==> config.mk <==
export PLATFORM = sky130hd
export DESIGN_NAME = rv_id_ex_stage
export DESIGN_NICKNAME = d
export VERILOG_FILES = /design/src/rtl/rv_id_ex_stage.sv
export SDC_FILE = /design/constraint.sdc
export NUM_CORES = 1
export LEC_CHECK = 0
export CORE_AREA = 2 2 275 277
export DETAILED_ROUTE_END_ITERATION = 7
export DIE_AREA = 0 0 277 279
export GPL_ROUTABILITY_DRIVEN = 0
export PLACE_DENSITY_LB_ADDON = 0.3
export SETUP_SLACK_MARGIN = 0.4
export SLEW_MARGIN = 20
export SYNTH_ARGS = -nofsm -noshare
export SYNTH_HDL_FRONTEND = slang
export SYNTH_SLANG_ARGS = --single-unit
==> constraint.sdc <==
create_clock -name clk_i -period 1.4 [get_ports clk_i]
set_input_delay 0.28 -clock clk_i [delete_from_list [all_inputs] [get_ports clk_i]]
set_output_delay 0.28 -clock clk_i [all_outputs]
set_load 0.01 [all_outputs]
==> src/rtl/rv_id_ex_stage.sv <==
// ID/EX pipeline register for the RV64 core: decodes ALU op select, picks operand 2,
// and optionally forwards from EX/MEM and MEM/WB when RV_IDEX_FWD_EN is defined.
module rv_id_ex_stage #(
  parameter int XLEN = 64
) (
  input  logic            clk_i,
  input  logic            rstn_i,
  input  logic            valid_i,
  input  logic            stall_i,
  input  logic            flush_i,
  input  logic [XLEN-1:0] pc_i,
  input  logic [6:0]      opcode_i,
  input  logic [2:0]      funct3_i,
  input  logic            funct7_5_i,
  input  logic [4:0]      rs1_i,
  input  logic [4:0]      rs2_i,
  input  logic [4:0]      rd_i,
  input  logic [XLEN-1:0] rs1_data_i,
  input  logic [XLEN-1:0] rs2_data_i,
  input  logic [XLEN-1:0] imm_i,
  input  logic            exm_wen_i,
  input  logic [4:0]      exm_rd_i,
  input  logic [XLEN-1:0] exm_data_i,
  input  logic            wb_wen_i,
  input  logic [4:0]      wb_rd_i,
  input  logic [XLEN-1:0] wb_data_i,
  output logic            valid_o,
  output logic [XLEN-1:0] op1_o,
  output logic [XLEN-1:0] op2_o,
  output logic [3:0]      op_sel_o,
  output logic [XLEN-1:0] store_data_o,
  output logic [XLEN-1:0] pc_o,
  output logic [4:0]      rd_o,
  output logic            reg_wen_o,
  output logic            mem_ren_o,
  output logic            mem_wen_o,
  output logic            branch_o,
  output logic            illegal_o
);

  localparam logic [3:0] ALU_AND  = 4'b0000;
  localparam logic [3:0] ALU_OR   = 4'b0001;
  localparam logic [3:0] ALU_ADD  = 4'b0010;
  localparam logic [3:0] ALU_SUB  = 4'b0110;
  localparam logic [3:0] ALU_PASS = 4'b1111;

  // Decode
  logic [3:0] dec_op_sel;
  logic       dec_use_imm, dec_zero_op1, dec_reg_wen, dec_mem_ren;
  logic       dec_mem_wen, dec_branch, dec_illegal;

  always_comb begin
    dec_op_sel   = ALU_PASS;
    dec_use_imm  = 1'b0;
    dec_zero_op1 = 1'b0;
    dec_reg_wen  = 1'b0;
    dec_mem_ren  = 1'b0;
    dec_mem_wen  = 1'b0;
    dec_branch   = 1'b0;
    dec_illegal  = 1'b0;
    case (opcode_i)
      7'b0110011, 7'b0010011: begin
        dec_use_imm = (opcode_i == 7'b0010011);
        dec_reg_wen = 1'b1;
        case (funct3_i)
          3'b000: dec_op_sel = (funct7_5_i && !dec_use_imm) ? ALU_SUB : ALU_ADD;
          3'b111: dec_op_sel = ALU_AND;
          3'b110: dec_op_sel = ALU_OR;
          default: begin
            dec_reg_wen = 1'b0;
            dec_illegal = 1'b1;
          end
        endcase
      end
      7'b0000011: begin
        dec_op_sel  = ALU_ADD;
        dec_use_imm = 1'b1;
        dec_mem_ren = 1'b1;
        dec_reg_wen = 1'b1;
      end
      7'b0100011: begin
        dec_op_sel  = ALU_ADD;
        dec_use_imm = 1'b1;
        dec_mem_wen = 1'b1;
      end
      7'b1100011: begin
        if (funct3_i == 3'b000) begin
          dec_op_sel = ALU_SUB;
          dec_branch = 1'b1;
        end else begin
          dec_illegal = 1'b1;
        end
      end
      7'b0110111: begin
        dec_op_sel   = ALU_ADD;
        dec_use_imm  = 1'b1;
        dec_zero_op1 = 1'b1;
        dec_reg_wen  = 1'b1;
      end
      default: dec_illegal = 1'b1;
    endcase
  end

  // Operand sourcing; EX/MEM beats MEM/WB, x0 is never forwarded
  logic [XLEN-1:0] rs1_val, rs2_val;
`ifdef RV_IDEX_FWD_EN
  always_comb begin
    rs1_val = rs1_data_i;
    if (exm_wen_i && (exm_rd_i == rs1_i) && (rs1_i != 5'd0))
      rs1_val = exm_data_i;
    else if (wb_wen_i && (wb_rd_i == rs1_i) && (rs1_i != 5'd0))
      rs1_val = wb_data_i;
    rs2_val = rs2_data_i;
    if (exm_wen_i && (exm_rd_i == rs2_i) && (rs2_i != 5'd0))
      rs2_val = exm_data_i;
    else if (wb_wen_i && (wb_rd_i == rs2_i) && (rs2_i != 5'd0))
      rs2_val = wb_data_i;
  end
`else
  logic unused_fwd;
  assign unused_fwd = ^{exm_wen_i, exm_rd_i, exm_data_i, wb_wen_i, wb_rd_i, wb_data_i,
                        rs1_i, rs2_i};
  assign rs1_val = rs1_data_i;
  assign rs2_val = rs2_data_i;
`endif

  // Handshake: flush > stall > capture. A flush or a capture with valid_i=0 clears
  // valid and every enable while the datapath holds; stall holds everything.
  logic            valid_q, valid_d;
  logic [XLEN-1:0] op1_q, op1_d, op2_q, op2_d, store_data_q, store_data_d, pc_q, pc_d;
  logic [3:0]      op_sel_q, op_sel_d;
  logic [4:0]      rd_q, rd_d;
  logic            reg_wen_q, reg_wen_d, mem_ren_q, mem_ren_d, mem_wen_q, mem_wen_d;
  logic            branch_q, branch_d, illegal_q, illegal_d;

  always_comb begin
    valid_d      = valid_q;
    op1_d        = op1_q;
    op2_d        = op2_q;
    store_data_d = store_data_q;
    pc_d         = pc_q;
    op_sel_d     = op_sel_q;
    rd_d         = rd_q;
    reg_wen_d    = reg_wen_q;
    mem_ren_d    = mem_ren_q;
    mem_wen_d    = mem_wen_q;
    branch_d     = branch_q;
    illegal_d    = illegal_q;
    if (flush_i || (!stall_i && !valid_i)) begin
      valid_d   = 1'b0;
      reg_wen_d = 1'b0;
      mem_ren_d = 1'b0;
      mem_wen_d = 1'b0;
      branch_d  = 1'b0;
      illegal_d = 1'b0;
    end else if (!stall_i) begin
      valid_d      = 1'b1;
      op1_d        = dec_zero_op1 ? '0 : rs1_val;
      op2_d        = dec_use_imm ? imm_i : rs2_val;
      store_data_d = rs2_val;
      pc_d         = pc_i;
      op_sel_d     = dec_op_sel;
      rd_d         = rd_i;
      reg_wen_d    = dec_reg_wen && (rd_i != 5'd0);
      mem_ren_d    = dec_mem_ren;
      mem_wen_d    = dec_mem_wen;
      branch_d     = dec_branch;
      illegal_d    = dec_illegal;
    end
  end

  always_ff @(posedge clk_i or negedge rstn_i) begin
    if (!rstn_i) begin
      valid_q      <= 1'b0;
      op1_q        <= '0;
      op2_q        <= '0;
      store_data_q <= '0;
      pc_q         <= '0;
      op_sel_q     <= 4'b0000;
      rd_q         <= 5'd0;
      reg_wen_q    <= 1'b0;
      mem_ren_q    <= 1'b0;
      mem_wen_q    <= 1'b0;
      branch_q     <= 1'b0;
      illegal_q    <= 1'b0;
    end else begin
      valid_q      <= valid_d;
      op1_q        <= op1_d;
      op2_q        <= op2_d;
      store_data_q <= store_data_d;
      pc_q         <= pc_d;
      op_sel_q     <= op_sel_d;
      rd_q         <= rd_d;
      reg_wen_q    <= reg_wen_d;
      mem_ren_q    <= mem_ren_d;
      mem_wen_q    <= mem_wen_d;
      branch_q     <= branch_d;
      illegal_q    <= illegal_d;
    end
  end

  assign valid_o      = valid_q;
  assign op1_o        = op1_q;
  assign op2_o        = op2_q;
  assign store_data_o = store_data_q;
  assign pc_o         = pc_q;
  assign op_sel_o     = op_sel_q;
  assign rd_o         = rd_q;
  assign reg_wen_o    = reg_wen_q;
  assign mem_ren_o    = mem_ren_q;
  assign mem_wen_o    = mem_wen_q;
  assign branch_o     = branch_q;
  assign illegal_o    = illegal_q;

endmodule

==> results.cfg, run 1 <==
[routing]
drc_errors = 0
topRoutingLayerUsed = met5
via_count = 11100
wl_met3_um = 4020
dr.pass1.iters = 5
ant_nets = 0
drt_iter0_drc = 373
met1Wirelength_um = 20900
viasPerCell = 3.89
met2_length_um = 26600
wl_um = 53500
wl_per_cell_um = 18.8

[finish]
syn2layout_area_growth_pct = 110
drive_above_1_share_pct = 41.2
fin_nets = 2283
register_area_sq_um = 6780
final.fill_count = 7678
multi_input_area_sq_um = 4220
post_layout_nonfiller_instances = 2849
finish.utilization_pct = 29.8

[power]
power.total_mw = 25.8
internal_power_mw = 18.5
power_frac_clock_pct = 34.8
p_sw_share_pct = 28.3
p_seq_share_pct = 38.3
power_frac_comb_pct = 26.9
p_sw_mw = 7.29
leakage_nw = 10.5
powerDensity_nw_per_um2 = 1170
vdd_drop_max_mv = 0.644

[grt]
grt_pass1_wl_um = 72800
grt_pass1_vias = 11500
antenna_found_initial = 2
grt-ovfl-total = 0
track_usage_pct = 12.4
grt_max_degree = 64

[timing]
relSlewSlack_pct = 72.2
fmax_ghz = 0.716
fin_crit_sh_pct = 99.8
rsz0062_at_grt = yes
tns_ns = 0
fin_crit_ns = 1.40
worst_pin_slew_ns = 0.417
final_hold_viol_count = 0
fin_skew_ns = 0
setup_violations = 0
final_max_slew_viol_count = 0

[yosys]
synth_area_per_cell_sq_um = 9.98
syn_inst = 1054
synth_largest_area_cell = dfrtp_1
synthTopCellsByCount = nand2_1 (471), dfrtp_1 (271), clkbuf_1 (65), a22o_1 (64), nand3_1 (64)
synth_area_sq_um = 10500
ys.flop_type = dfrtp_1
synth_seq_cells = 271
synth_area_leaders = dfrtp_1 (65%), nand2_1 (17%), a22o_1 (5.3%)
synth_edf_count = 0
syn_nets = 1481
synth_top_cell_area_share_pct = 64.5
yosys_warnings = 0
ys_types = 35
yosysMostFrequentCell = nand2_1
synth-seq-area-share_pct = 64.5
ys_async_sr_fraction_pct = 100

[floorplanning]
die_w_um = 277
fp.dieArea_sq_um = 77300
core_sq_um = 74100
initial_utilization_pct = 14.2
boundaryPins = 698
die_h_um = 279
num_rows = 100

[cts]
insertion_delay_ns = 0.53
root_buffer = clkbuf_16
cts_buffers = 34
cts_tree = built
cts-htree-levels = 2
cts_max_path_buffers = 3
path_clk_slew_ns = 0.06
clock-sinks = 271

[critical_path]
cp-end-kind = output port
crit_family = flip-flops
crit_slowest_cell = dfrtp_2
cpPeakStageDelay_ns = 0.44
critPathBufInv = 1
startpoint_type = register
crit_path_cell_trace = buf_12
critPathArrivalTime_ns = 1.12
critPathRequiredTime_ns = 1.12
worstSetupPathType = register to output port
cp_max_fo = 2

[run_status]
status = completed

[placement]
dp.cells = 2585
port_buffers = 547
dp_hpwl_um = 32800

[job]
max_cap_violations = 0

[min_path]
hold_path.class = primary input to register
==> tightest hold or removal path, stage by stage <==
cell	delay (ns)
clkbuf_2	0.10
buf_6	0.10
a21oi_1	0.04
==> sequential cells by signal, summed over array words and instances, names as in the netlist, 4 cells and up <==
name / count
pc_o: 64
rd_o: 5
store_data_o: 64
op2_o: 64
op_sel_o: 4
op1_o: 64
==> cell families after synthesis <==
| logic type | synth area share (%) |
|---|---|
| muxes | 0.0952 |
| and+or+nand+nor | 21.2 |
| DFF | 64.5 |
| buffers and inverters | 2.68 |
| AOI/OAI and AO/OA | 11.5 |
==> power groups by stage <==
| stage | Clock, mW | Sequential [mW] | Combinational, mW |
|---|---|---|---|
| floorplan | 0 | 10.4 | 1.30 |
| CTS | 9.29 | 9.86 | 6.08 |
| global route | 9.60 | 10.0 | 7.47 |
| finish | 8.97 | 9.89 | 6.95 |
| global placement | 0 | 9.88 | 6.08 |
| detailed placement | 0 | 9.90 | 6.09 |
==> area by class of cell <==
type	instances	share of cell area, %
clock inverters	6	0.363
repair buffers	839	39.6
clock buffers	53	4.70
multi-input cells	710	19.1
flip-flops and latches	271	30.8
well taps	969	5.50
diodes	1	0.0113
==> metal layers <==
metal,track usage (%),up-vias
met5,0,-
met4,5.27,2
met3,4.22,94
met2,21.4,425
met1,14.0,5403
li1,-,5164
==> path summary, 6_finish.rpt <==
kind                       slack, ns      start                to  depth (start not counted)
max                            0.003   branch_o          branch_o                          1
min in group asynchronous       0.21     rstn_i  store_data_o[28]                          2
min                             0.02    flush_i           valid_o                          3
min reg2reg                     0.46   pc_o[11]          pc_o[11]                          2
max reg2reg                     0.43  op1_o[24]         op1_o[24]                          3
max in group asynchronous       0.46     rstn_i  store_data_o[22]                          3
==> stage by stage <==
step / area, sq um / worst slack, ns / hold slack [ns]
6_report: 22100 / 0.00276 / 0.0207
5_1_grt: 22100 / -0.0640 / 0.00838
4_1_cts: 20100 / -0.0749 / 0.0720
3_5_place_dp: 17900 / -0.816 / 0.176
3_3_place_gp: 17900 / -0.772 / 0.171
2_1_floorplan: 11000 / -0.306 / -0.0156
==> cell usage in the layout, fill, tap and decap left out, types with 2 or more instances in the layout <==
master | netlist | routed
a21o_1 | 4 | 4
a21oi_1 | 2 | 2
a22o_1 | 64 | 64
a31oi_1 | 3 | 2
buf_12 | 0 | 35
buf_16 | 0 | 28
buf_2 | 6 | 131
buf_4 | 0 | 176
buf_6 | 0 | 156
buf_8 | 0 | 20
bufinv_16 | 0 | 2
clkbuf_1 | 65 | 11
clkbuf_16 | 0 | 57
clkbuf_2 | 0 | 5
clkbuf_8 | 0 | 5
clkdlybuf4s50_1 | 0 | 261
clkinv_2 | 0 | 4
dfrtp_1 | 271 | 270
dlygate4sd3_1 | 0 | 3
dlymetal6s2s_1 | 0 | 4
nand2_1 | 471 | 390
nand2_2 | 0 | 52
nand2_4 | 0 | 29
nand2b_4 | 0 | 2
nand3_1 | 64 | 14
nand3_2 | 0 | 49
nor2_1 | 8 | 5
nor2_4 | 0 | 2
nor3_4 | 0 | 2
o211ai_1 | 63 | 63
or4_4 | 0 | 2
==> repair_timing <==
item                                   in CTS  in global routing
buffers inserted                           68                 82
gates resized for setup                  1364                203
cloned                                     21                 30
setup endpoints to repair                 541                570
hold buffers                                3                  0
endpoints found under the hold margin     243                  0
pin swaps                                  79                131
(Power assumes the default switching activity.)
==> run 2, diff against run 1 <==
- SLEW_MARGIN: 20 -> unset
==> results of run 2 <==
The final DEF is identical to that of run 1; final timing and power are the same.
